## src/rtl/instr_encoder_if.sv

```systemverilog
// Instruction-format type and the handshake/field bundle between a tuple source,
// the instruction encoder and the encoded-word sink.
package instr_encoder_pkg;
  typedef enum logic [2:0] {
    R_TYPE = 3'd0,
    I_TYPE = 3'd1,
    S_TYPE = 3'd2,
    B_TYPE = 3'd3
  } itype_e;
endpackage

interface instr_encoder_if #(
  parameter int ILEN    = 32,
  parameter int REG_LEN = 32,
  parameter int DEPTH   = 4
);
  import instr_encoder_pkg::*;

  localparam int RegBits = $clog2(REG_LEN);
  localparam int CntBits = $clog2(DEPTH) + 1;

  logic               in_valid;
  logic               in_ready;
  itype_e             in_type;
  logic [6:0]         opcode;
  logic [RegBits-1:0] rs1;
  logic [RegBits-1:0] rs2;
  logic [RegBits-1:0] rd;
  logic [2:0]         funct3;
  logic [6:0]         funct7;
  logic [REG_LEN-1:0] imm;
  logic               out_valid;
  logic               out_ready;
  logic [ILEN-1:0]    out_instr;
  logic [REG_LEN-1:0] out_addr;
  logic               flush;
  logic               err;
  logic [7:0]         err_count;
  logic [CntBits-1:0] count;

  // The source/sink side drives the fields, handshakes and flush.
  modport master (
    output in_valid, in_type, opcode, rs1, rs2, rd, funct3, funct7, imm,
           out_ready, flush,
    input  in_ready, out_valid, out_instr, out_addr, err, err_count, count
  );

  modport slave (
    input  in_valid, in_type, opcode, rs1, rs2, rd, funct3, funct7, imm,
           out_ready, flush,
    output in_ready, out_valid, out_instr, out_addr, err, err_count, count
  );
endinterface

```

## src/rtl/instr_encoder.sv

```systemverilog
// Packs R/I/S/B field tuples into instruction words, drops illegal ones with an
// error pulse and count, and queues legal words with their byte addresses.
module instr_encoder #(
  parameter int                 ILEN      = 32,
  parameter int                 REG_LEN   = 32,
  parameter int                 DEPTH     = 4,
  parameter logic [REG_LEN-1:0] BASE_ADDR = '0
) (
  input logic           clk,
  input logic           reset,
  instr_encoder_if.slave bus
);
  localparam int PtrBits = $clog2(DEPTH);
  localparam int CntBits = PtrBits + 1;

  localparam logic [2:0] TypeR = 3'd0;
  localparam logic [2:0] TypeI = 3'd1;
  localparam logic [2:0] TypeS = 3'd2;
  localparam logic [2:0] TypeB = 3'd3;

  logic [2:0]         typeBits;
  logic [31:0]        encWord;
  logic               legal;
  logic               immOkIS;
  logic               immOkB;
  logic               full;
  logic               accept;
  logic               push;
  logic               pop;
  logic               drop;

  logic [ILEN-1:0]    mem_q [DEPTH];
  logic [PtrBits-1:0] wrPtr_q, wrPtr_d;
  logic [PtrBits-1:0] rdPtr_q, rdPtr_d;
  logic [CntBits-1:0] count_q, count_d;
  logic [REG_LEN-1:0] addr_q, addr_d;
  logic               err_q, err_d;
  logic [7:0]         errCount_q, errCount_d;

  assign typeBits = bus.in_type;

  // An immediate fits when every bit above the encodable field equals its sign bit.
  assign immOkIS = (&bus.imm[REG_LEN-1:11]) | ~(|bus.imm[REG_LEN-1:11]);
  assign immOkB  = ~bus.imm[0] & ((&bus.imm[REG_LEN-1:12]) | ~(|bus.imm[REG_LEN-1:12]));

  always_comb begin
    encWord = '0;
    legal   = 1'b0;
    case (typeBits)
      TypeR: begin
        encWord = {bus.funct7, bus.rs2, bus.rs1, bus.funct3, bus.rd, bus.opcode};
        legal   = 1'b1;
      end
      TypeI: begin
        encWord = {bus.imm[11:0], bus.rs1, bus.funct3, bus.rd, bus.opcode};
        legal   = immOkIS;
      end
      TypeS: begin
        encWord = {bus.imm[11:5], bus.rs2, bus.rs1, bus.funct3, bus.imm[4:0], bus.opcode};
        legal   = immOkIS;
      end
      TypeB: begin
        encWord = {bus.imm[12], bus.imm[10:5], bus.rs2, bus.rs1, bus.funct3,
                   bus.imm[4:1], bus.imm[11], bus.opcode};
        legal   = immOkB;
      end
      default: begin
        encWord = '0;
        legal   = 1'b0;
      end
    endcase
  end

  // No pop credit: a full queue refuses input even while the sink is draining it.
  assign full          = (count_q == CntBits'(DEPTH));
  assign bus.in_ready  = !reset && !full && !bus.flush;
  assign accept        = bus.in_valid && bus.in_ready;
  assign push          = accept && legal;
  assign drop          = accept && !legal;
  assign bus.out_valid = (count_q != '0);
  assign pop           = bus.out_valid && bus.out_ready && !bus.flush;

  assign bus.out_instr = bus.out_valid ? mem_q[rdPtr_q] : '0;
  assign bus.out_addr  = addr_q;
  assign bus.err       = err_q;
  assign bus.err_count = errCount_q;
  assign bus.count     = count_q;

  always_comb begin
    wrPtr_d    = wrPtr_q;
    rdPtr_d    = rdPtr_q;
    count_d    = count_q;
    addr_d     = addr_q;
    err_d      = drop;
    errCount_d = (drop && errCount_q != 8'hFF) ? errCount_q + 8'd1 : errCount_q;
    if (bus.flush) begin
      wrPtr_d = '0;
      rdPtr_d = '0;
      count_d = '0;
      addr_d  = BASE_ADDR;
    end else begin
      if (push) wrPtr_d = wrPtr_q + PtrBits'(1);
      if (pop) begin
        rdPtr_d = rdPtr_q + PtrBits'(1);
        addr_d  = addr_q + REG_LEN'(4);
      end
      if (push && !pop)      count_d = count_q + CntBits'(1);
      else if (pop && !push) count_d = count_q - CntBits'(1);
    end
  end

  always_ff @(posedge clk or posedge reset) begin
    if (reset) begin
      wrPtr_q    <= '0;
      rdPtr_q    <= '0;
      count_q    <= '0;
      addr_q     <= BASE_ADDR;
      err_q      <= 1'b0;
      errCount_q <= '0;
    end else begin
      wrPtr_q    <= wrPtr_d;
      rdPtr_q    <= rdPtr_d;
      count_q    <= count_d;
      addr_q     <= addr_d;
      err_q      <= err_d;
      errCount_q <= errCount_d;
    end
  end

  // Storage needs no reset: the output is masked to zero whenever the queue is empty.
  always_ff @(posedge clk) begin
    if (push) mem_q[wrPtr_q] <= ILEN'(encWord);
  end
endmodule

```

## src/flat_wrapper.sv

```systemverilog
// flat-port wrapper written by rule: the top's interface ports become plain ports
module instr_encoder_flat 
#(
  parameter int                 ILEN      = 32,
  parameter int                 REG_LEN   = 32,
  parameter int                 DEPTH     = 4,
  parameter logic [REG_LEN-1:0] BASE_ADDR = '0
)
  (clk, reset, bus_in_valid, bus_in_type, bus_opcode, bus_rs1, bus_rs2, bus_rd, bus_funct3, bus_funct7, bus_imm, bus_out_ready, bus_flush, bus_in_ready, bus_out_valid, bus_out_instr, bus_out_addr, bus_err, bus_err_count, bus_count);
  instr_encoder_if #(.ILEN(ILEN), .REG_LEN(REG_LEN), .DEPTH(DEPTH)) bus_i ();
  input logic clk;
  input logic reset;
  input wire logic [$bits(bus_i.in_valid)-1:0] bus_in_valid;
  input wire logic [$bits(bus_i.in_type)-1:0] bus_in_type;
  input wire logic [$bits(bus_i.opcode)-1:0] bus_opcode;
  input wire logic [$bits(bus_i.rs1)-1:0] bus_rs1;
  input wire logic [$bits(bus_i.rs2)-1:0] bus_rs2;
  input wire logic [$bits(bus_i.rd)-1:0] bus_rd;
  input wire logic [$bits(bus_i.funct3)-1:0] bus_funct3;
  input wire logic [$bits(bus_i.funct7)-1:0] bus_funct7;
  input wire logic [$bits(bus_i.imm)-1:0] bus_imm;
  input wire logic [$bits(bus_i.out_ready)-1:0] bus_out_ready;
  input wire logic [$bits(bus_i.flush)-1:0] bus_flush;
  output wire logic [$bits(bus_i.in_ready)-1:0] bus_in_ready;
  output wire logic [$bits(bus_i.out_valid)-1:0] bus_out_valid;
  output wire logic [$bits(bus_i.out_instr)-1:0] bus_out_instr;
  output wire logic [$bits(bus_i.out_addr)-1:0] bus_out_addr;
  output wire logic [$bits(bus_i.err)-1:0] bus_err;
  output wire logic [$bits(bus_i.err_count)-1:0] bus_err_count;
  output wire logic [$bits(bus_i.count)-1:0] bus_count;
  assign bus_i.in_valid = bus_in_valid;
  assign bus_i.in_type = bus_in_type;
  assign bus_i.opcode = bus_opcode;
  assign bus_i.rs1 = bus_rs1;
  assign bus_i.rs2 = bus_rs2;
  assign bus_i.rd = bus_rd;
  assign bus_i.funct3 = bus_funct3;
  assign bus_i.funct7 = bus_funct7;
  assign bus_i.imm = bus_imm;
  assign bus_i.out_ready = bus_out_ready;
  assign bus_i.flush = bus_flush;
  assign bus_in_ready = bus_i.in_ready;
  assign bus_out_valid = bus_i.out_valid;
  assign bus_out_instr = bus_i.out_instr;
  assign bus_out_addr = bus_i.out_addr;
  assign bus_err = bus_i.err;
  assign bus_err_count = bus_i.err_count;
  assign bus_count = bus_i.count;
  instr_encoder #(.ILEN(ILEN), .REG_LEN(REG_LEN), .DEPTH(DEPTH), .BASE_ADDR(BASE_ADDR)) u_core (.clk(clk), .reset(reset), .bus(bus_i));
endmodule
```

## config.mk

```make
export PLATFORM = sky130hd
export DESIGN_NAME = instr_encoder_flat
export DESIGN_NICKNAME = d
export VERILOG_FILES = /design/src/rtl/instr_encoder_if.sv /design/src/rtl/instr_encoder.sv /design/src/flat_wrapper.sv
export SDC_FILE = /design/constraint.sdc
export NUM_CORES = 1
export LEC_CHECK = 0
export ABC_AREA = 1
export CAP_MARGIN = 20
export CORE_MARGIN = 3
export CORE_UTILIZATION = 38
export DETAILED_ROUTE_END_ITERATION = 10
export PLACE_DENSITY_LB_ADDON = 0.08
export RECOVER_POWER = 50
export SLEW_MARGIN = 30
export SYNTH_ARGS = -nofsm -noshare
export SYNTH_HDL_FRONTEND = slang
export SYNTH_SLANG_ARGS = --single-unit
```

## constraint.sdc

```tcl
create_clock -name clk -period 3.89 [get_ports clk]
set_input_delay 0.778 -clock clk [delete_from_list [all_inputs] [get_ports clk]]
set_output_delay 0.778 -clock clk [all_outputs]
set_load 0.02 [all_outputs]
```

==> impl_metrics.json <==
{
  "synth_edf_count": 128,
  "numCtsBuffers": 17,
  "combPwrFrac_pct": 30.9,
  "internal_power_w": 0.00364,
  "gp_congestion": 0.839,
  "critPathLaunchType": "register",
  "fin_ws_ns": 0.438,
  "grt_pass1_wl_mm": 33.5,
  "clkSlewWorstSetupHoldPaths_ns": 0.07,
  "synth_cell_types": 46,
  "syn_area_per_cell_um2": 9.55,
  "crit_path_end_kind": "output port",
  "grt_max_degree": 66,
  "fin_setup_tns_ns": 0,
  "yosysSeqAreaShare_pct": 60.5,
  "crit_type": "reg2out",
  "clock_power_share_pct": 30.3,
  "total_leakage_power_nw": 4.10,
  "drive_above_1_share_pct": 6.92,
  "ys_ff_latch": 174,
  "final_hold_viol_count": 0,
  "status": "complete, no violations",
  "wl_per_cell_um": 16.2,
  "die_h_um": 153,
  "vdd.ir_drop.worst_mv": 0.284,
  "pwr-share-seq_pct": 38.9,
  "drt-initial-drc-count": 330,
  "cts_tree": "built",
  "firstDrtPassIters": 6,
  "maxSlewHeadroom_pct": 17.3,
  "p_switching_w": 0.00182,
  "syn-cell-area_mm2": 0.00826,
  "antenna_cells": 0,
  "finalCritPeriodShare_pct": 88.7,
  "cts_sinks": 174,
  "rows": 53,
  "fmax_ghz": 0.290,
  "detailedPlace.worstSlack_ns": 0.566,
  "powerDensity_mw_per_mm2": 516,
  "rsz0062_at_grt": "false",
  "worst_ep_required_time_ns": 3.11,
  "drt-vias-per-instance": 4.90,
  "min_path_cells": 1,
  "portBuffers": 147,
  "nets": 1092,
  "grt-ovfl-total": 0,
  "drc_errors": 0,
  "r2r_cells": 13,
  "ant_nets": 0,
  "critPathMaxFanout": 65,
  "clk_root_buffer_cell": "clkbuf_16",
  "slew_viol_final": 0,
  "synth-async-reset-ratio_pct": 26.4,
  "vias": 6372,
  "die_w_um": 153,
  "syn_to_final_growth_pct": 28.1,
  "ctsHoldBuffers": 0,
  "cts_resized": 0,
  "start_util_pct": 38.9,
  "grt_pass1_vias": 6190,
  "max_cap_viol_count": 0,
  "drt_wl_total_mm": 21.1,
  "syn_inst": 865,
  "io_pins": 150,
  "layout_min_cycle_time_ns": 3.45,
  "clock_path_buffers": 2,
  "min_path_type": "reg2reg",
  "antenna_found_initial": 0,
  "yosys_warnings": 0,
  "htreeDepth": 4,
  "crit_arrival_ns": 2.67,
  "post_cts_buffers": 0,
  "finalClockSkew_ns": 0.00841,
  "die-area_mm2": 0.0235,
  "dp_hpwl_mm": 14.1,
  "track_usage_pct": 17.9,
  "clkLatencyLatePin_ns": 0.42,
  "setup_viol": 0,
  "coreArea_mm2": 0.0212,
  "synthFlopType": "edfxtp_1",
  "worst_pin_slew_ns": 1.24,
  "power.share.switching_pct": 33.3
}
[state kept, by name (all words and copies together) (netlist names)]
register and count:
u_core.mem_q 128, u_core.bus.out_addr 30, u_core.bus.err_count 8, u_core.bus.count 3
u_core.rdPtr_q 2, u_core.wrPtr_q 2, u_core.bus.err 1
[power by group through the flow]
| stage | Clock, W | Combinational (W) | Sequential (W) |
|---|---|---|---|
| 2_1_floorplan | 0 | 0.000908 | 0.00219 |
| 3_3_place_gp | 0 | 0.00174 | 0.00216 |
| 3_5_place_dp | 0 | 0.00174 | 0.00216 |
| 4_1_cts | 0.00169 | 0.00175 | 0.00212 |
| 5_1_grt | 0.00177 | 0.00184 | 0.00213 |
| 6_report | 0.00165 | 0.00169 | 0.00212 |
[layout make-up]
cell class / count / area, um^2
clock inverter: 13 / 130
fill: 2011 / 10600
clock buffer: 19 / 443
tap: 275 / 344
inverter: 87 / 328
timing repair buffer: 163 / 1610
multi-input combinational: 570 / 2730
sequential: 174 / 5000
[per-stage QoR]
| stage | hold slack, ns | cells | total power [W] | utilization [%] | area [um^2] |
|---|---|---|---|---|---|
| floorplan | 0.496 | 866 | 0.00310 | - | 8270 |
| detailed placement | 0.495 | 1269 | 0.00390 | 47.6 | 10100 |
| global placement | 0.489 | 1269 | 0.00390 | 47.6 | 10100 |
| finish | 0.502 | 1301 | 0.00546 | 49.9 | 10600 |
| global route | 0.542 | 1301 | 0.00575 | 49.9 | 10600 |
| CTS | 0.507 | 1301 | 0.00557 | 50.3 | 10700 |
[cell usage after synthesis, types with 2 or more instances]
master | number | area share [%]
a211oi_1 | 2 | 0.18
a21oi_1 | 52 | 3.2
o31ai_1 | 2 | 0.18
nor4_1 | 3 | 0.23
edfxtp_1 | 128 | 47
dfrtp_1 | 46 | 14
nand3_4 | 2 | 0.42
nand4_1 | 14 | 1.1
buf_1 | 4 | 0.18
o211a_1 | 2 | 0.24
o21ai_2 | 2 | 0.21
xor2_1 | 3 | 0.32
nor2_1 | 204 | 9.3
o21ai_0 | 99 | 6.0
nor3_2 | 5 | 0.61
nor2_4 | 3 | 0.41
inv_1 | 78 | 3.5
nand3_2 | 2 | 0.24
o21ai_1 | 12 | 0.73
a31oi_1 | 2 | 0.15
buf_4 | 3 | 0.27
clkbuf_1 | 25 | 1.1
ha_1 | 6 | 0.91
inv_2 | 8 | 0.36
nand2_1 | 96 | 4.4
nor3_1 | 11 | 0.67
nor2_8 | 2 | 0.48
nand2_2 | 2 | 0.15
buf_6 | 2 | 0.27
xnor2_1 | 7 | 0.74
nand3_1 | 23 | 1.4
[cell families after synthesis]
group	share of synthesized area, %
flops	60.5
other cells	0.0454
buf+inv	5.88
xor+xnor	1.06
compound gates	11.2
simple gates	20.2
fa+ha+maj	1.15
[cell usage in the layout, fill, tap and decap left out, types with 4 or more instances in the layout]
cell type	instances
nand3_1	25
edfxtp_1	128
dlygate4sd3_1	43
buf_4	10
o21ai_0	102
xnor2_1	7
dfrtp_1	45
inv_2	8
nor3_1	12
nor3_2	4
nand4_1	14
ha_1	6
inv_6	4
nor2_1	205
clkbuf_16	17
nand2_1	98
a21oi_1	52
o21ai_1	9
clkdlybuf4s50_1	103
nor2_4	5
inv_1	76
clkbuf_1	5
[metal layers]
metal	part of all wire (%)	wire, um	GRT usage (%)	vias to the layer above
met1	48	10200	25.1	2994
met2	45	9470	28.0	155
met3	5.2	1100	4.39	16
met4	1.4	289	5.09	0
met5	0	0	0	-
li1	-	-	-	3207
[critical path, cell delays in order, from the launching register on]
cell and delay [ns]:
dfrtp_2 0.37, buf_4 0.58, nor2_1 0.12, nor2_1 0.11, o21ai_0 0.09, a21oi_1 0.30, clkdlybuf4s50_1 0.67
[path summary, 6_finish.rpt]
kind | startpoint | to | slack (ns)
max reg2reg | u_core.bus.count[2] | u_core.bus.count[2] | 1.50
max | u_core.rdPtr_q[0] | bus_out_instr[31] | 0.44
min | u_core.bus.out_addr[7] | u_core.bus.out_addr[7] | 0.50
min reg2reg | u_core.bus.out_addr[7] | u_core.bus.out_addr[7] | 0.50
min in group asynchronous | reset | u_core.bus.out_addr[26] | 1.09
max in group asynchronous | reset | u_core.rdPtr_q[0] | 1.06
(Power assumes the default switching activity.)
